[src/rtl/core_wb_stage_if.sv]
`default_nettype none
// ============================================================================
//  Module   : core_wb_stage_if
//  Purpose  : MEM->WB instruction handshake, data-memory read response and
//             register-file write port of the RV32I writeback stage, bundled
//             as one interface.
//  Modports : slave  - the writeback stage (consumes i_*, drives o_*)
//             master - the MEM stage / memory side (drives i_*, observes o_*)
//  Revision : 1.0  initial release
// ============================================================================
interface core_wb_stage_if #(
    parameter int XLEN = 32
);
    // MEM -> WB instruction
    logic            i_valid;
    logic            o_ready;
    logic [4:0]      i_rd;
    logic            i_reg_write;
    logic            i_mem_read;
    logic [1:0]      i_mem_to_reg;
    logic [1:0]      i_d_size;
    logic            i_d_unsigned;
    logic [1:0]      i_addr_lo;
    logic [XLEN-1:0] i_alu_result;
    logic [XLEN-1:0] i_pc_plus4;
    // data-memory read response
    logic            i_dmem_rvalid;
    logic [XLEN-1:0] i_dmem_rdata;
    // register-file write port and status pulses
    logic [4:0]      o_wb_rd;
    logic [XLEN-1:0] o_rd_din;
    logic            o_wb_reg_write;
    logic            o_retire;
    logic            o_misaligned;
    logic            o_load_timeout;

    modport slave (
        input  i_valid, i_rd, i_reg_write, i_mem_read, i_mem_to_reg,
               i_d_size, i_d_unsigned, i_addr_lo, i_alu_result, i_pc_plus4,
               i_dmem_rvalid, i_dmem_rdata,
        output o_ready, o_wb_rd, o_rd_din, o_wb_reg_write, o_retire,
               o_misaligned, o_load_timeout
    );

    modport master (
        output i_valid, i_rd, i_reg_write, i_mem_read, i_mem_to_reg,
               i_d_size, i_d_unsigned, i_addr_lo, i_alu_result, i_pc_plus4,
               i_dmem_rvalid, i_dmem_rdata,
        input  o_ready, o_wb_rd, o_rd_din, o_wb_reg_write, o_retire,
               o_misaligned, o_load_timeout
    );
endinterface : core_wb_stage_if
`default_nettype wire

[src/rtl/core_wb_stage.sv]
`default_nettype none
// ============================================================================
//  Module   : core_wb_stage
//  Purpose  : Writeback stage of the 5-stage RV32I pipeline. Accepts one
//             instruction per cycle, selects ALU / load / PC+4 as the result,
//             waits for the data-memory response on loads (stalling upstream
//             via o_ready), aligns and extends load data, and drives the
//             register-file write port with registered outputs.
//  Ports    : i_clk    - core clock
//             i_rst_n  - synchronous active-low reset
//             wb_bus   - core_wb_stage_if.slave (handshake, dmem response,
//                        register-file write port, status pulses)
//  Revision : 1.0  initial release
// ============================================================================
module core_wb_stage #(
    parameter int XLEN         = 32,
    parameter int LOAD_TIMEOUT = 64   // 0 disables the load timeout
) (
    input  wire             i_clk,
    input  wire             i_rst_n,
    core_wb_stage_if.slave  wb_bus
);

    localparam int c_CNT_W = (LOAD_TIMEOUT > 1) ? $clog2(LOAD_TIMEOUT) : 1;
    localparam logic [c_CNT_W-1:0] c_TO_LAST  = c_CNT_W'(LOAD_TIMEOUT - 1);
    localparam bit                 c_TO_EN    = (LOAD_TIMEOUT != 0);

    typedef enum logic [0:0] {
        S_IDLE      = 1'b0,
        S_WAIT_LOAD = 1'b1
    } state_t;

    state_t              r_state, w_state_nxt;
    logic [c_CNT_W-1:0]  r_cnt, w_cnt_nxt;
    logic                r_out_of_reset;

    // load context captured at accept, used when the response arrives later
    logic [4:0]          r_ld_rd;
    logic                r_ld_reg_write;
    logic [1:0]          r_ld_size;
    logic                r_ld_unsigned;
    logic [1:0]          r_ld_addr_lo;

    // registered writeback outputs and their next values
    logic [4:0]          r_wb_rd,       w_wb_rd;
    logic [XLEN-1:0]     r_rd_din,      w_rd_din;
    logic                r_wb_we,       w_wb_we;
    logic                r_retire,      w_retire;
    logic                r_misaligned,  w_misaligned;
    logic                r_load_to,     w_load_to;
    logic                w_capture;

    logic                w_ready;
    logic                w_accept;
    logic                w_is_load;
    logic                w_misalign_in;

    // Select the addressed byte/half of the word-aligned read data and
    // extend it to XLEN. Size 11 is treated as a full word.
    function automatic logic [XLEN-1:0] f_align(
        input logic [XLEN-1:0] rdata,
        input logic [1:0]      size,
        input logic            uns,
        input logic [1:0]      lo
    );
        logic [7:0]  v_b;
        logic [15:0] v_h;
        v_b = rdata[{lo, 3'b000} +: 8];
        v_h = rdata[{lo[1], 4'b0000} +: 16];
        case (size)
            2'b00:   f_align = uns ? {{(XLEN-8){1'b0}}, v_b}
                               : {{(XLEN-8){v_b[7]}}, v_b};
            2'b01:   f_align = uns ? {{(XLEN-16){1'b0}}, v_h}
                               : {{(XLEN-16){v_h[15]}}, v_h};
            default: f_align = rdata;
        endcase
    endfunction

    // Ready is held low while reset is asserted and rises in the first cycle
    // after release.
    assign w_ready       = (r_state == S_IDLE) && r_out_of_reset;
    assign w_accept      = wb_bus.i_valid && w_ready;
    assign w_is_load     = wb_bus.i_mem_read && (wb_bus.i_mem_to_reg == 2'b01);
    assign w_misalign_in = ((wb_bus.i_d_size == 2'b01) && wb_bus.i_addr_lo[0]) ||
                           (wb_bus.i_d_size[1] && (wb_bus.i_addr_lo != 2'b00));

    always_comb begin
        w_state_nxt  = r_state;
        w_cnt_nxt    = r_cnt;
        w_capture    = 1'b0;
        w_wb_rd      = r_wb_rd;
        w_rd_din     = r_rd_din;
        w_wb_we      = 1'b0;
        w_retire     = 1'b0;
        w_misaligned = 1'b0;
        w_load_to    = 1'b0;

        case (r_state)
            S_IDLE: begin
                if (w_accept) begin
                    if (w_is_load) begin
                        if (w_misalign_in) begin
                            // dropped: the response is never awaited
                            w_retire     = 1'b1;
                            w_misaligned = 1'b1;
                        end else if (wb_bus.i_dmem_rvalid) begin
                            w_retire = 1'b1;
                            w_wb_we  = wb_bus.i_reg_write && (wb_bus.i_rd != 5'd0);
                            if (w_wb_we) begin
                                w_wb_rd  = wb_bus.i_rd;
                                w_rd_din = f_align(wb_bus.i_dmem_rdata, wb_bus.i_d_size,
                                                   wb_bus.i_d_unsigned, wb_bus.i_addr_lo);
                            end
                        end else begin
                            w_capture   = 1'b1;
                            w_cnt_nxt   = '0;
                            w_state_nxt = S_WAIT_LOAD;
                        end
                    end else begin
                        w_retire = 1'b1;
                        w_wb_we  = wb_bus.i_reg_write && (wb_bus.i_rd != 5'd0);
                        if (w_wb_we) begin
                            w_wb_rd  = wb_bus.i_rd;
                            w_rd_din = (wb_bus.i_mem_to_reg == 2'b10) ? wb_bus.i_pc_plus4
                                                                      : wb_bus.i_alu_result;
                        end
                    end
                end
            end

            S_WAIT_LOAD: begin
                if (wb_bus.i_dmem_rvalid) begin
                    w_retire    = 1'b1;
                    w_wb_we     = r_ld_reg_write && (r_ld_rd != 5'd0);
                    if (w_wb_we) begin
                        w_wb_rd  = r_ld_rd;
                        w_rd_din = f_align(wb_bus.i_dmem_rdata, r_ld_size,
                                           r_ld_unsigned, r_ld_addr_lo);
                    end
                    w_cnt_nxt   = '0;
                    w_state_nxt = S_IDLE;
                end else if (c_TO_EN && (r_cnt == c_TO_LAST)) begin
                    w_retire    = 1'b1;
                    w_load_to   = 1'b1;
                    w_cnt_nxt   = '0;
                    w_state_nxt = S_IDLE;
                end else begin
                    w_cnt_nxt = r_cnt + c_CNT_W'(1);
                end
            end

            default: begin
                w_state_nxt = S_IDLE;
                w_cnt_nxt   = '0;
            end
        endcase
    end

    always_ff @(posedge i_clk) begin
        if (!i_rst_n) begin
            r_state        <= S_IDLE;
            r_cnt          <= '0;
            r_out_of_reset <= 1'b0;
            r_ld_rd        <= 5'd0;
            r_ld_reg_write <= 1'b0;
            r_ld_size      <= 2'b00;
            r_ld_unsigned  <= 1'b0;
            r_ld_addr_lo   <= 2'b00;
            r_wb_rd        <= 5'd0;
            r_rd_din       <= '0;
            r_wb_we        <= 1'b0;
            r_retire       <= 1'b0;
            r_misaligned   <= 1'b0;
            r_load_to      <= 1'b0;
        end else begin
            r_state        <= w_state_nxt;
            r_cnt          <= w_cnt_nxt;
            r_out_of_reset <= 1'b1;
            r_wb_rd        <= w_wb_rd;
            r_rd_din       <= w_rd_din;
            r_wb_we        <= w_wb_we;
            r_retire       <= w_retire;
            r_misaligned   <= w_misaligned;
            r_load_to      <= w_load_to;
            if (w_capture) begin
                r_ld_rd        <= wb_bus.i_rd;
                r_ld_reg_write <= wb_bus.i_reg_write;
                r_ld_size      <= wb_bus.i_d_size;
                r_ld_unsigned  <= wb_bus.i_d_unsigned;
                r_ld_addr_lo   <= wb_bus.i_addr_lo;
            end
        end
    end

    assign wb_bus.o_ready        = w_ready;
    assign wb_bus.o_wb_rd        = r_wb_rd;
    assign wb_bus.o_rd_din       = r_rd_din;
    assign wb_bus.o_wb_reg_write = r_wb_we;
    assign wb_bus.o_retire       = r_retire;
    assign wb_bus.o_misaligned   = r_misaligned;
    assign wb_bus.o_load_timeout = r_load_to;

endmodule : core_wb_stage
`default_nettype wire
[src/flat_wrapper.sv]
// flat-port wrapper written by rule: the top's interface ports become plain ports
module core_wb_stage_flat 
#(
    parameter int XLEN         = 32,
    parameter int LOAD_TIMEOUT = 64                                 
)
  (i_clk, i_rst_n, wb_bus_i_valid, wb_bus_i_rd, wb_bus_i_reg_write, wb_bus_i_mem_read, wb_bus_i_mem_to_reg, wb_bus_i_d_size, wb_bus_i_d_unsigned, wb_bus_i_addr_lo, wb_bus_i_alu_result, wb_bus_i_pc_plus4, wb_bus_i_dmem_rvalid, wb_bus_i_dmem_rdata, wb_bus_o_ready, wb_bus_o_wb_rd, wb_bus_o_rd_din, wb_bus_o_wb_reg_write, wb_bus_o_retire, wb_bus_o_misaligned, wb_bus_o_load_timeout);
  core_wb_stage_if #(.XLEN(XLEN)) wb_bus_i ();
  input  wire i_clk;
  input  wire i_rst_n;
  input wire logic [$bits(wb_bus_i.i_valid)-1:0] wb_bus_i_valid;
  input wire logic [$bits(wb_bus_i.i_rd)-1:0] wb_bus_i_rd;
  input wire logic [$bits(wb_bus_i.i_reg_write)-1:0] wb_bus_i_reg_write;
  input wire logic [$bits(wb_bus_i.i_mem_read)-1:0] wb_bus_i_mem_read;
  input wire logic [$bits(wb_bus_i.i_mem_to_reg)-1:0] wb_bus_i_mem_to_reg;
  input wire logic [$bits(wb_bus_i.i_d_size)-1:0] wb_bus_i_d_size;
  input wire logic [$bits(wb_bus_i.i_d_unsigned)-1:0] wb_bus_i_d_unsigned;
  input wire logic [$bits(wb_bus_i.i_addr_lo)-1:0] wb_bus_i_addr_lo;
  input wire logic [$bits(wb_bus_i.i_alu_result)-1:0] wb_bus_i_alu_result;
  input wire logic [$bits(wb_bus_i.i_pc_plus4)-1:0] wb_bus_i_pc_plus4;
  input wire logic [$bits(wb_bus_i.i_dmem_rvalid)-1:0] wb_bus_i_dmem_rvalid;
  input wire logic [$bits(wb_bus_i.i_dmem_rdata)-1:0] wb_bus_i_dmem_rdata;
  output wire logic [$bits(wb_bus_i.o_ready)-1:0] wb_bus_o_ready;
  output wire logic [$bits(wb_bus_i.o_wb_rd)-1:0] wb_bus_o_wb_rd;
  output wire logic [$bits(wb_bus_i.o_rd_din)-1:0] wb_bus_o_rd_din;
  output wire logic [$bits(wb_bus_i.o_wb_reg_write)-1:0] wb_bus_o_wb_reg_write;
  output wire logic [$bits(wb_bus_i.o_retire)-1:0] wb_bus_o_retire;
  output wire logic [$bits(wb_bus_i.o_misaligned)-1:0] wb_bus_o_misaligned;
  output wire logic [$bits(wb_bus_i.o_load_timeout)-1:0] wb_bus_o_load_timeout;
  assign wb_bus_i.i_valid = wb_bus_i_valid;
  assign wb_bus_i.i_rd = wb_bus_i_rd;
  assign wb_bus_i.i_reg_write = wb_bus_i_reg_write;
  assign wb_bus_i.i_mem_read = wb_bus_i_mem_read;
  assign wb_bus_i.i_mem_to_reg = wb_bus_i_mem_to_reg;
  assign wb_bus_i.i_d_size = wb_bus_i_d_size;
  assign wb_bus_i.i_d_unsigned = wb_bus_i_d_unsigned;
  assign wb_bus_i.i_addr_lo = wb_bus_i_addr_lo;
  assign wb_bus_i.i_alu_result = wb_bus_i_alu_result;
  assign wb_bus_i.i_pc_plus4 = wb_bus_i_pc_plus4;
  assign wb_bus_i.i_dmem_rvalid = wb_bus_i_dmem_rvalid;
  assign wb_bus_i.i_dmem_rdata = wb_bus_i_dmem_rdata;
  assign wb_bus_o_ready = wb_bus_i.o_ready;
  assign wb_bus_o_wb_rd = wb_bus_i.o_wb_rd;
  assign wb_bus_o_rd_din = wb_bus_i.o_rd_din;
  assign wb_bus_o_wb_reg_write = wb_bus_i.o_wb_reg_write;
  assign wb_bus_o_retire = wb_bus_i.o_retire;
  assign wb_bus_o_misaligned = wb_bus_i.o_misaligned;
  assign wb_bus_o_load_timeout = wb_bus_i.o_load_timeout;
  core_wb_stage #(.XLEN(XLEN), .LOAD_TIMEOUT(LOAD_TIMEOUT)) u_core (.i_clk(i_clk), .i_rst_n(i_rst_n), .wb_bus(wb_bus_i));
endmodule
[config.mk]
export PLATFORM = sky130hd
export DESIGN_NAME = core_wb_stage_flat
export DESIGN_NICKNAME = d
export VERILOG_FILES = /design/src/rtl/core_wb_stage_if.sv /design/src/rtl/core_wb_stage.sv /design/src/flat_wrapper.sv
export SDC_FILE = /design/constraint.sdc
export NUM_CORES = 1
export LEC_CHECK = 0
export ABC_AREA = 1
export BUFFER_PORTS_ARGS = -buffer_cell sky130_fd_sc_hd__buf_2
export CORE_MARGIN = 3
export CORE_UTILIZATION = 40
export CTS_CLUSTER_DIAMETER = 200
export DETAILED_ROUTE_END_ITERATION = 7
export PLACE_DENSITY = 0.66
export SLEW_MARGIN = 5
export SYNTH_ARGS = -nofsm -noshare
export SYNTH_HDL_FRONTEND = slang
export SYNTH_SLANG_ARGS = --single-unit
export TNS_END_PERCENT = 20
[constraint.sdc]
create_clock -name i_clk -period 1.6 [get_ports i_clk]
set_input_delay 0.08 -clock i_clk [delete_from_list [all_inputs] [get_ports i_clk]]
set_output_delay 0.08 -clock i_clk [all_outputs]
set_load 0.1 [all_outputs]
# ---- Word level (Yosys, flattened, before mapping)
# Cells that the tools add are included.
# W data, S select, Z words.
dict set report word_totals {
  ff_bits 60
  latch_bits 0
  ramBits 0
  rom_bits 0
  inputBits 114
  output_inout_bits 42
  n_memories 0
}
dict set report classes {
  add_sub_neg 1
  multipliers 0
  div_mod_pow 0
  n_lt_le_gt_ge 0
  n_eq_ne 15
  n_shift 4
  muxes 54
  bitwise 4
  reduce_logical 18
}
# op count
set ops {}
lappend ops {{$mux W32} 13}
lappend ops {{$pmux W32 S2} 3}
lappend ops {{$shiftx A32 B6 Y16} 2}
lappend ops {{$shiftx A32 B6 Y8} 2}
lappend ops {{$mux W6} 6}
lappend ops {{$mux W5} 7}
lappend ops {{$mux W1} 20}
lappend ops {{$pmux W6 S2} 1}
lappend ops {{$pmux W5 S2} 1}
lappend ops {{$reduce_bool A5 Y1} 2}
lappend ops {{$ne A2 B2 Y1 const B} 4}
lappend ops {{$logic_and A1 B1 Y1} 7}
lappend ops {{$reduce_and A7 Y1} 1}
lappend ops {{$add A6 B1 Y6 const B} 1}
lappend ops {{$eq A2 B1 Y1 const B} 3}
lappend ops {{$eq A6 B6 Y1 const B} 1}
lappend ops {{$ne A3 B2 Y1 const B} 2}
lappend ops {{$ne A3 B3 Y1 const B} 2}
lappend ops {{$pmux W1 S2} 3}
lappend ops {{$reduce_and A5 Y1} 1}
lappend ops {{$logic_not A2 Y1} 2}
lappend ops {{$ne A2 B1 Y1 const B} 2}
lappend ops {{$not A1 Y1} 4}
lappend ops {{$reduce_and A4 Y1} 1}
lappend ops {{5 further kinds} 5}

# ---- Depth between registers and ports, before layout
dict set report depth {
  word_depth 9
  depth_mapped 13
}

# ---- Worst setup path before layout
# OpenSTA, ideal clock, no wires.
dict set report synth_timing {
  kind {register -> register}
  startpoint {register u_core.r_state}
  endpoint {register u_core.r_rd_din[6], in the netlist u_core.wb_bus.o_rd_din[6]}
  setup_time_ns 0.117
  t_arrival_ns 1.595
  required_time_ns 1.483
  setup_slack_ns -0.111
  stages_incl_launch_ff 13
  n_path_buf 2
  period_less_slack_ns 1.711
  path_cell_list {dfxtp_1 > buf_6 > nor2_8 > nand3_2 > nor2_2 > nand2_2 > nand2_4 > nand2_4 > inv_8 > buf_6 > nand2_1 > nand2_1 > nor2_1}
}
dict set report synth_via {
  elab_chain_cells 5
  elab_cells_between_ends 12
  classes_between {eq/ne (7); mux (1); bitwise (1); reduce/logical (3)}
}
# item line
set synth_lines {}
lappend synth_lines {{start: declaration} core_wb_stage.sv:33} ;# state_t r_state, w_state_nxt;
lappend synth_lines {{start signal: assignment} core_wb_stage.sv:176} ;# r_state <= w_state_nxt;
lappend synth_lines {{$not A1 Y1 (no line)} -}
lappend synth_lines {{$logic_and A1 B1 Y1} core_wb_stage.sv:81} ;# assign w_ready = (r_state == S_IDLE) && r_out_of_reset;
lappend synth_lines {{named net wb_bus_o_ready} flat_wrapper.sv:23} ;# output wire logic [$bits(wb_bus_i.o_ready)-1:0] wb_bus_o_ready;
lappend synth_lines {{$logic_and A1 B1 Y1} core_wb_stage.sv:82} ;# assign w_accept = wb_bus.i_valid && w_ready;
lappend synth_lines {{$ne A2 B1 Y1 (no line)} -}
lappend synth_lines {{$reduce_and A7 Y1 (no line)} -}
lappend synth_lines {{end signal: assignment} core_wb_stage.sv:180} ;# r_rd_din <= w_rd_din;
lappend synth_lines {{end: declaration} core_wb_stage.sv:46} ;# logic [XLEN-1:0] r_rd_din, w_rd_din;
# The timed path passes the listed nets, and every way through them passes these cells.
# A chain may end at the register's enable or synchronous reset.

# ---- Worst setup path after layout
dict set report layout_timing {
  startpoint {register u_core.r_state}
  endpoint {register u_core.r_wb_rd[1], in the netlist u_core.wb_bus.o_wb_rd[1]}
}
dict set report layout_via {
  elab_chain_cells 5
  elab_cells_between_ends 10
  classes_between {eq/ne (5); mux (1); bitwise (1); reduce/logical (3)}
}
# item line
set layout_lines {}
lappend layout_lines {{$not A1 Y1 (no line)} -}
lappend layout_lines {{$logic_and A1 B1 Y1} core_wb_stage.sv:81}
lappend layout_lines {{$logic_and A1 B1 Y1} core_wb_stage.sv:82}
lappend layout_lines {{$ne A2 B1 Y1 (no line)} -}
lappend layout_lines {{$reduce_and A5 Y1 (no line)} -}
lappend layout_lines {{end signal: assignment} core_wb_stage.sv:179} ;# r_wb_rd <= w_wb_rd;
lappend layout_lines {{end: declaration} core_wb_stage.sv:45} ;# logic [4:0] r_wb_rd, w_wb_rd;
# Several ways; a longest one is shown, not always the timed one.

==> results.md <==
- Largest fanout on the critical path: 30
- Worst VDD drop: 0.519 mV
- WP data arrival: 1.71 ns
- Vias in the first global route: 5131
- Hold path depth: 3
- Dpl hpwl: 11800 microns
- GR Util All Layers: 23.4%
- Clock Latency Late Sink: 0.34 ns
- Gp weighted congestion: slightly above 0.9
- Root Buffer: clkbuf_16
- GR Overflow Total: 0
- R2R Setup Slk: between 0.1 and 0.15 ns
- First-pass DRT Iterations: 6
- Worst Path Class, Setup: reg2reg
- Synth Instances: 834
- Clk slew on worst S/H paths: 0.06 ns
- Largest net degree at the start of global routing: 57
- Drt drc: 0
- HP Class: in2reg
- Yosys warnings: 0
- Rows: 39
- Die area: 13600 sq um
- CP required: between 1.5 and 2 ns
- CP max stage delay: 0.32 ns
- IO Count: 156
- Post-Syn Area: 4880 sq um
- Ant. Diodes: 0
- Post-Route Skew: between 0.007 and 0.008 ns
- # Max-Cap Violations: 0
- Nets: 1094
- Slew margin rel.: 66.3%
- Crit-path slowest cell: dfxtp_1
- Post-synth ARST share: 0%
- Top cell by count, worst path: nand2_4
- Via count: 5793
- Die width: 116 microns
- Worst setup EP type: flip-flop
- Yosys top cell by area: dfxtp_1
- Final WL: 16000 microns
- First-pass GRT wire length: ~25000 microns
- Status: completed
- Seq cells post-synth: 60
- RSZ-0062 raised after global routing: true
- Area share of the largest cell type after synthesis: 24.6%
- Cell variety after synth: 35
- Initial Util: a little over two fifths
- Top cells by count, synth: nand2_1 (256), inv_1 (91), nand3_1 (80)
- Post-synthesis sequential area ratio: 24.6%
- Most frequent cell after synthesis: nand2_1
- Area grow syn2layout: 27.0%
- Detail Route Antenna Nets: 0
- Final worst-path cycle share: 92.7%
- Syn Nets: 949
- CTS tree: yes
- PortBufs: 155
- Achievable Freq: 0.674 GHz
- Drt via density: 5.14
- Fill cells: 1205
- Design area: 6200 sq um
- Leak: 3.22 nW
- Drt wl/cell: 14.2 microns
- Final setup violation count: 0
- Area contributors post-synth: dfxtp_1 (25%), nand2_1 (20%), nand3_1 (8.2%)
- Crit-path cells: buf_4 > nor2_8 > nand3_2 > nor2_2 > nand2_2 > nand2_4 > nand2_4 > buf_12 > o21ai_1 > nor2_1
- Worst-margin pin slew: 0.508 ns
- Pwr Density: 831 nW/um^2
- Final Power: 5.15 mW
- Worst setup SP type: flip-flop
- Die Span Y: 116 microns
- CORE AREA: around 12000 sq um
- Layout cell share with drive strength beyond 1: 24.6%
- Cell Area, Placed: ~5800 sq um
- Worst hold slack: 0.0136 ns
- Reg2reg path depth: 10
- CTS buffer count: 9
- Clock Path Buffers: 2
- Syn Area/Cell: 5.85 sq um
- Post-synth EDFFs: 0
- Antenna violations before repair: 1
- Final hold violation count: 0
- DRT iter0 DRCs: 570
- CTS HTree Levels: 3
- Top_reg_cell synth: dfxtp_1
- Clock sinks: 60
- Minimum clock period: 1.48 ns
- Slew Viols, Final: 0
[metal layers]
| layer | vias to the layer above | share of wire (%) | GRT usage, % |
|---|---|---|---|
| met5 | - | 0.044 | 0 |
| met3 | 24 | 6.2 | 4.30 |
| met4 | 2 | 1.4 | 6.42 |
| li1 | 2993 | - | - |
| met2 | 200 | 48 | 39.5 |
| met1 | 2574 | 45 | 30.7 |
[registers in the layout, summed over array words and instances, names as in the netlist]
| register | cells |
|---|---|
| u_core.r_ld_rd | 5 |
| u_core.wb_bus.o_rd_din | 32 |
| u_core.wb_bus.o_load_timeout | 1 |
| u_core.wb_bus.o_wb_rd | 5 |
| u_core.r_state | 1 |
| u_core.r_ld_addr_lo | 2 |
| u_core.r_out_of_reset | 1 |
| u_core.wb_bus.o_wb_reg_write | 1 |
| u_core.wb_bus.o_misaligned | 1 |
| u_core.r_cnt | 6 |
| u_core.r_ld_unsigned | 1 |
| u_core.r_ld_reg_write | 1 |
| u_core.wb_bus.o_retire | 1 |
| u_core.r_ld_size | 2 |
[critical path, delay by kind of cell, from the launching register on]
| family | cells | cell delay [ns] |
|---|---|---|
| and+or+nand+nor | 7 | 0.54 |
| buffers and inverters | 2 | 0.35 |
| AOI/OAI and AO/OA | 1 | 0.14 |
| DFF | 1 | 0.32 |
[timing repair]
action,CTS,global route
gates resized for setup,0,7
hold endpoints to repair,2,0
buffers inserted,0,1
endpoints found under the setup margin,0,29
hold buffers,2,0
[final cells by class]
| class | count | area (sq um) | share of cell area [%] |
|---|---|---|---|
| multi-input combinational | 625 | 2990 | 48.3 |
| sequential | 60 | 1200 | 19.4 |
| timing repair buffer | 187 | 1120 | 18.0 |
| inverter | 96 | 373 | 6.01 |
| clock buffer | 9 | 225 | 3.63 |
| tap | 143 | 179 | 2.89 |
| clock inverter | 7 | 114 | 1.84 |
[report_power, final]
part / total, mW / leakage (nW) / internal, mW / switching [mW]
registers: 1.58 / 0.488 / 1.55 / 0.0263
logic: 1.30 / 2.56 / 0.381 / 0.918
clock network: 2.28 / 0.170 / 1.52 / 0.758
total: 5.15 / 3.22 / 3.45 / 1.70
[path summary, 6_finish.rpt]
path / start / to
hold / removal: wb_bus_i_rd[0] / u_core.r_ld_rd[0]$_SDFFE_PN0P_
setup reg to reg: u_core.r_state$_SDFF_PN0_ / u_core.wb_bus.o_wb_rd[1]$_SDFFE_PN0P_
hold reg to reg: u_core.r_ld_reg_write$_SDFFE_PN0P_ / u_core.r_ld_reg_write$_SDFFE_PN0P_
setup / recovery: u_core.r_state$_SDFF_PN0_ / u_core.wb_bus.o_wb_rd[1]$_SDFFE_PN0P_
[layout by cell type, fill, tap and decap left out, types with 2 or more instances in the layout]
cell type | Yosys | layout
nand4_1 | 12 | 12
a21oi_1 | 78 | 77
buf_4 | 1 | 22
dlygate4sd3_1 | 0 | 2
a21oi_2 | 12 | 13
o21ai_0 | 58 | 51
inv_2 | 3 | 3
clkinv_2 | 0 | 3
nor2_1 | 67 | 65
nand2_1 | 256 | 256
inv_1 | 91 | 91
nand2_2 | 5 | 5
nand3_1 | 80 | 80
dfxtp_1 | 60 | 60
nand2_4 | 6 | 6
bufinv_16 | 0 | 3
buf_12 | 1 | 7
clkbuf_16 | 0 | 9
o21ai_1 | 0 | 7
nor2_4 | 4 | 4
o211ai_1 | 32 | 32
buf_2 | 21 | 155
nor2_2 | 2 | 4
or2_2 | 1 | 2
[per-stage QoR]
stage	setup TNS, ns	utilization [%]	instances	setup WS, ns
after floorplan	-1.14	-	834	-0.0763
after global placement	0	49.9	1108	0.0531
after detailed placement	0	49.9	1108	0.0499
after CTS	0	52.9	1126	0.0195
after global routing	-0.0122	53.2	1127	-0.0108
final	0	53.2	1127	0.117
[cell families after synthesis]
logic type	after synthesis	share of synthesized area (%)
and+or+nand+nor	440	39.1
buffers and inverters	149	14.3
xor gates and xnor gates	1	0.179
adders and majority gates	1	0.256
AOI/OAI and AO/OA	183	21.6
DFF	60	24.6
(Power assumes the default switching activity.)
